### src/rtl/riscv_pkg.sv
// Shared RV32 definitions: divider op encodings, XLEN and divider FSM states.
package riscv_pkg;

  localparam int XLEN = 32;

  localparam logic [1:0] DIV_OP_DIV  = 2'b00;
  localparam logic [1:0] DIV_OP_DIVU = 2'b01;
  localparam logic [1:0] DIV_OP_REM  = 2'b10;
  localparam logic [1:0] DIV_OP_REMU = 2'b11;

  typedef enum logic [1:0] {
    S_IDLE = 2'd0,
    S_CALC = 2'd1,
    S_FIX  = 2'd2,
    S_DONE = 2'd3
  } div_state_t;

endpackage

### src/rtl/div_step.sv
// One radix-2 restoring division iteration (combinational).
module div_step #(
  parameter int XLEN = 32
) (
  input  logic [XLEN-1:0] r,
  input  logic [XLEN-1:0] q,
  input  logic [XLEN-1:0] divisor,
  output logic [XLEN-1:0] r_next,
  output logic [XLEN-1:0] q_next
);

  logic [XLEN:0] r_shift;
  logic [XLEN:0] diff;

  // Shifted partial remainder kept XLEN+1 wide so divisors above 2^(XLEN-1)
  // cannot lose the top bit; diff[XLEN] is the borrow.
  always_comb begin
    r_shift = {r, q[XLEN-1]};
    diff    = r_shift - {1'b0, divisor};
    if (!diff[XLEN]) begin
      r_next = diff[XLEN-1:0];
      q_next = {q[XLEN-2:0], 1'b1};
    end else begin
      r_next = r_shift[XLEN-1:0];
      q_next = {q[XLEN-2:0], 1'b0};
    end
  end

endmodule

### src/rtl/div_unit.sv
// Iterative RV32M DIV/DIVU/REM/REMU unit, one quotient bit per clock.
module div_unit
  import riscv_pkg::*;
#(
  parameter int XLEN  = riscv_pkg::XLEN,
  parameter int CNT_W = 5
) (
  input  logic            clk,
  input  logic            rst,
  input  logic            flush,
  input  logic            in_valid,
  output logic            in_ready,
  input  logic [1:0]      op,
  input  logic [XLEN-1:0] rs1_val,
  input  logic [XLEN-1:0] rs2_val,
  input  logic [4:0]      rd_in,
  output logic            out_valid,
  input  logic            out_ready,
  output logic [XLEN-1:0] result,
  output logic [4:0]      rd_out,
  output logic            busy
);

  localparam logic [XLEN-1:0] MIN_INT = {1'b1, {(XLEN-1){1'b0}}};

  div_state_t       state;
  logic [CNT_W-1:0] cnt;
  logic [XLEN-1:0]  rem_q;
  logic [XLEN-1:0]  quo_q;
  logic [XLEN-1:0]  dvs_q;
  logic [1:0]       op_q;
  logic [4:0]       rd_q;
  logic             neg_quo;
  logic             neg_rem;

  logic            is_signed;
  logic [XLEN-1:0] a_abs;
  logic [XLEN-1:0] b_abs;
  logic [XLEN-1:0] rem_step;
  logic [XLEN-1:0] quo_step;

  always_comb begin
    is_signed = !op[0];
    a_abs = (is_signed && rs1_val[XLEN-1]) ? -rs1_val : rs1_val;
    b_abs = (is_signed && rs2_val[XLEN-1]) ? -rs2_val : rs2_val;
  end

  div_step #(.XLEN(XLEN)) u_step (
    .r       (rem_q),
    .q       (quo_q),
    .divisor (dvs_q),
    .r_next  (rem_step),
    .q_next  (quo_step)
  );

  always_ff @(posedge clk) begin
    if (rst) begin
      state     <= S_IDLE;
      cnt       <= '0;
      rem_q     <= '0;
      quo_q     <= '0;
      dvs_q     <= '0;
      op_q      <= '0;
      rd_q      <= '0;
      neg_quo   <= 1'b0;
      neg_rem   <= 1'b0;
      result    <= '0;
      rd_out    <= '0;
      out_valid <= 1'b0;
      in_ready  <= 1'b1;
      busy      <= 1'b0;
    end else if (flush) begin
      state     <= S_IDLE;
      out_valid <= 1'b0;
      in_ready  <= 1'b1;
      busy      <= 1'b0;
    end else begin
      case (state)
        S_IDLE: begin
          if (in_valid) begin
            op_q     <= op;
            rd_q     <= rd_in;
            neg_quo  <= is_signed && (rs1_val[XLEN-1] ^ rs2_val[XLEN-1]);
            neg_rem  <= is_signed && rs1_val[XLEN-1];
            in_ready <= 1'b0;
            busy     <= 1'b1;
            if (rs2_val == '0) begin
              result    <= op[1] ? rs1_val : '1;
              rd_out    <= rd_in;
              out_valid <= 1'b1;
              state     <= S_DONE;
            end else if (is_signed && rs1_val == MIN_INT && rs2_val == '1) begin
              result    <= op[1] ? '0 : MIN_INT;
              rd_out    <= rd_in;
              out_valid <= 1'b1;
              state     <= S_DONE;
            end else begin
              quo_q <= a_abs;
              rem_q <= '0;
              dvs_q <= b_abs;
              cnt   <= CNT_W'(XLEN-1);
              state <= S_CALC;
            end
          end
        end
        S_CALC: begin
          rem_q <= rem_step;
          quo_q <= quo_step;
          cnt   <= cnt - 1'b1;
          if (cnt == '0) state <= S_FIX;
        end
        S_FIX: begin
          if (op_q[1]) result <= neg_rem ? -rem_q : rem_q;
          else         result <= neg_quo ? -quo_q : quo_q;
          rd_out    <= rd_q;
          out_valid <= 1'b1;
          state     <= S_DONE;
        end
        S_DONE: begin
          if (out_ready) begin
            out_valid <= 1'b0;
            in_ready  <= 1'b1;
            busy      <= 1'b0;
            state     <= S_IDLE;
          end
        end
        default: state <= S_IDLE;
      endcase
    end
  end

endmodule

### config.mk
export PLATFORM = sky130hd
export DESIGN_NAME = div_unit
export DESIGN_NICKNAME = d
export VERILOG_FILES = /design/src/rtl/riscv_pkg.sv /design/src/rtl/div_step.sv /design/src/rtl/div_unit.sv
export SDC_FILE = /design/constraint.sdc
export NUM_CORES = 1
export LEC_CHECK = 0
export CAP_MARGIN = 30
export CORE_MARGIN = 4
export CORE_UTILIZATION = 40
export CTS_CLUSTER_DIAMETER = 120
export DETAILED_ROUTE_END_ITERATION = 6
export GPL_TIMING_DRIVEN = 0
export PLACE_DENSITY_LB_ADDON = 0.25
export SYNTH_ARGS = -nofsm -noshare
export SYNTH_HDL_FRONTEND = slang
export SYNTH_SLANG_ARGS = --single-unit
### constraint.sdc
create_clock -name clk -period 5.43 [get_ports clk]
set_input_delay 1.3575 -clock clk [delete_from_list [all_inputs] [get_ports clk]]
set_output_delay 1.3575 -clock clk [all_outputs]
set_load 0.005 [all_outputs]
==> results.sh <==
export IMPL_cp_arrival_ns=5.44
export IMPL_syn2layout_area_growth_pct=20.0
export IMPL_insertion_delay_ns=0.43
export IMPL_track_usage=0.248
export IMPL_grt_busiest_layer="met2"
export IMPL_grt_use_met3=0.0353
export IMPL_p_sw_frac=0.304
export IMPL_dp_hpwl_um=31000
export IMPL_firstDrtPassIters=6
export IMPL_cp_top_family="simple AND/OR/NAND/NOR gates"
export IMPL_yosysWarningCount=0
export IMPL_vdd_drop_max_uv=219
export IMPL_worst_setup_path_start_kind="input port"
export IMPL_cp_slowest_cell="clkdlybuf4s50_1"
export IMPL_syn_area_mm2=0.0113
export IMPL_grt_overflow=0
export IMPL_yosysMostFrequentCell="nand2_1"
export IMPL_fin_crit_sh=0.948
export IMPL_status="completed"
export IMPL_synth_flop_cell="dfxtp_1"
export IMPL_cts_tree="yes"
export IMPL_crit_fanout=10
export IMPL_gr_usage_met2=0.419
export IMPL_comb_power_share=0.209
export IMPL_grt_pass1_wl_um=61300
export IMPL_initial_utilization=0.406
export IMPL_final_setup_viol_count=0
export IMPL_post_synth_cell_area_avg_um2=7.39
export IMPL_slew_violations=0
export IMPL_yosysSeqAreaShare=0.267
export IMPL_synth_fp_nets=1650
export IMPL_cts_htree_levels=4
export IMPL_tightest_slew_ns=0.981
export IMPL_end_kind="flop"
export IMPL_fin_crit_ns=5.15
export IMPL_path_class="input port to flop"
export IMPL_synth_top_area_cell="dfxtp_1"
export IMPL_clock_root_buffer="clkbuf_16"
export IMPL_p_leak_nw=4.88
export IMPL_wl_um=39500
export IMPL_drive_above_1_share=0.0519
export IMPL_wl_per_cell_um=19.2
export IMPL_r2r_setup_slack_ns=1.19
export IMPL_slowest_delay_ns=0.65
export IMPL_worstHoldPathCells=2
export IMPL_hold_slack_ns=0.462
export IMPL_min_from="rd_q[3]$_SDFFE_PP0P_"
export IMPL_synth_area_top_cells="dfxtp_1 (27%), xnor2_1 (7.2%), nand2_1 (7.0%), nor2_1 (5.5%), a21oi_1 (5.2%)"
export IMPL_synth_common_cells="nand2_1 (212), nor2_1 (167), dfxtp_1 (151)"
export IMPL_cp_num_buf_inv=3
export IMPL_drt_initial_drc_count=1204
export IMPL_cts_resized=0
export IMPL_n_antenna_cell=0
export IMPL_clkTransAtPathRegs_ns=0.06
export IMPL_synth_edff_count=0
export IMPL_hold_class="flop to flop"
export IMPL_clock_power_share=0.414
export IMPL_yosysTopAreaCellShare=0.267
export IMPL_crit_chain="clkdlybuf4s50_1 > ha_1 > nand4_1 > or4_1 > nor3_1 > nand4_1 > and3_1 > clkbuf_1 > buf_6 > a21oi_4 > a211oi_1 > a211oi_1"
export IMPL_antenna_found_initial=1
export IMPL_clock_skew_ns=0.00810
export IMPL_rsz0062_at_grt="no"
export IMPL_utilization=0.487
export IMPL_finalSetupTns_ns=0
export IMPL_drc=0
export IMPL_reg2regPathDepth=14
export IMPL_port_buffers=114
export IMPL_vias=11734
export IMPL_p_per_area_mw_per_mm2=233
export IMPL_switchingPower_mw=0.961
export IMPL_power_total_mw=3.16
export IMPL_post_cts_setup_buffers=0
export IMPL_r2r_end="rem_q[20]$_SDFFE_PP0P_"
export IMPL_worstPathRequired_ns=5.72
export IMPL_num_rows=61
export IMPL_fp_dieArea_mm2=0.0310
export IMPL_use_met1=0.323
export IMPL_cp_depth=12
export IMPL_clock_fmax_mhz=194
export IMPL_synth_cell_types=72
export IMPL_ys_async_sr_fraction=0
export IMPL_intPower_mw=2.20
export IMPL_pwr_share_seq=0.377
export IMPL_fin_nets=1784
export IMPL_die_w_um=176
export IMPL_avgViaCountPerCell=5.71
export IMPL_grt_pass1_vias=11087
export IMPL_cts_buffer_depth=2
export IMPL_die_y_um=176
export IMPL_antenna_left=0
export IMPL_clock_sinks=151
export IMPL_worstHoldEndpoint="rd_q[3]$_SDFFE_PP0P_"
export IMPL_core_area_mm2=0.0279
export IMPL_slew_headroom=0.346
export IMPL_place_congestion=0.957
export IMPL_hold_viol_final=0
export IMPL_fin_ws_ns=0.280
export IMPL_synthCells=1530
export IMPL_synth_seq_cells=151
export IMPL_ctsHoldBuffers=0
export IMPL_numCtsBuffers=17
export IMPL_ios=116
export IMPL_post_place_ws_ns=-0.0685
export IMPL_maxCapViolCount=0
export IMPL_timing_rr_start="quo_q[31]$_SDFFE_PP0P_"
export IMPL_grt_max_degree=17
[worst max-delay path by stage]
stage,from,to,slack (ns)
2_1_floorplan,rs1_val[1],quo_q[17]$_SDFFE_PP0P_,1.64
3_3_place_gp,rs1_val[0],rem_q[11]$_SDFFE_PP0P_,-0.27
3_5_place_dp,rs2_val[0],quo_q[31]$_SDFFE_PP0P_,-0.07
4_1_cts,rs2_val[0],quo_q[31]$_SDFFE_PP0P_,0.30
5_1_grt,rs2_val[0],quo_q[31]$_SDFFE_PP0P_,0.12
6_report,rs2_val[0],quo_q[31]$_SDFFE_PP0P_,0.28
[placed cells by master (no fill, tap or decap), drive strengths merged, types with 4 or more instances in the layout]
cell type,n
nand2,212
nor2,169
dfxtp,151
a21oi,118
clkdlybuf4s50,114
o21ai,95
xnor2,93
clkbuf,90
inv,63
a211oi,57
xor2,53
ha,43
nand4,42
nor3,35
o211ai,32
buf,29
o31ai,28
a21o,19
o311ai,19
nand2b,17
a311oi,16
or3,15
nand3,15
nor4,14
o41ai,14
or4,12
and3,11
nor2b,10
a32oi,10
a31oi,10
mux2i,9
clkinv,7
o21a,5
and2,5
or2,5
o2111ai,4
bufinv,4
[logic make-up (layout without fill, tap and decap cells)]
group	Yosys count	count (layout)	share of synthesized area
AOI/OAI and AO/OA	449	449	0.267
and+or+nand+nor	568	568	0.232
muxes	10	10	0.00929
xor gates and xnor gates	146	146	0.113
buffers and inverters	162	309	0.0614
adders and majority gates	44	44	0.0493
DFF	151	151	0.267
[power groups by stage]
stage | Clock, mW | Combinational [mW] | Sequential [mW]
floorplan | 0 | 0.432 | 1.20
global placement | 0 | 0.646 | 1.21
detailed placement | 0 | 0.650 | 1.21
CTS | 1.31 | 0.654 | 1.19
global route | 1.37 | 0.724 | 1.19
finish | 1.31 | 0.661 | 1.19
[per-layer routing]
metal / vias to the layer above / wire length [µm]
li1: 5768 / -
met1: 5411 / 16700
met2: 484 / 18700
met3: 71 / 2920
met4: 0 / 1110
met5: - / 0
[worst register-to-register path, cell delays in order, from the launching register on]
cell and delay, ns:
dfxtp_1 0.34, inv_1 0.14, ha_1 0.28, fa_1 0.42
nor2b_1 0.14, o21ai_1 0.09, a21o_1 0.21, a31oi_2 0.30
a31oi_2 0.21, o32ai_4 0.46, a21o_1 0.29, mux2i_1 0.50
clkbuf_1 0.42, nand4_1 0.22, o311ai_2 0.13
[layout make-up]
type,count,area [µm²]
clock inverter,14,199
fill,2783,14300
inverter,61,229
multi-input combinational,1217,7600
buffer,101,465
timing repair buffer,115,1150
tap,378,473
sequential,151,3020
clock buffer,18,439
[state kept, by name, indices dropped and copies added (netlist names)]
name	flops
neg_quo	1
out_valid	1
cnt	5
dvs_q	32
rd_q	5
quo_q	32
in_ready	1
result	32
rem_q	32
state	2
neg_rem	1
busy	1
rd_out	5
op_q	1
[stage by stage]
step,std cells,area [µm²]
2_1_floorplan,1530,11300
3_3_place_gp,2022,12900
3_5_place_dp,2023,12900
4_1_cts,2055,13600
5_1_grt,2055,13600
6_report,2055,13600
Note: power is estimated with default switching activity, not from simulation.
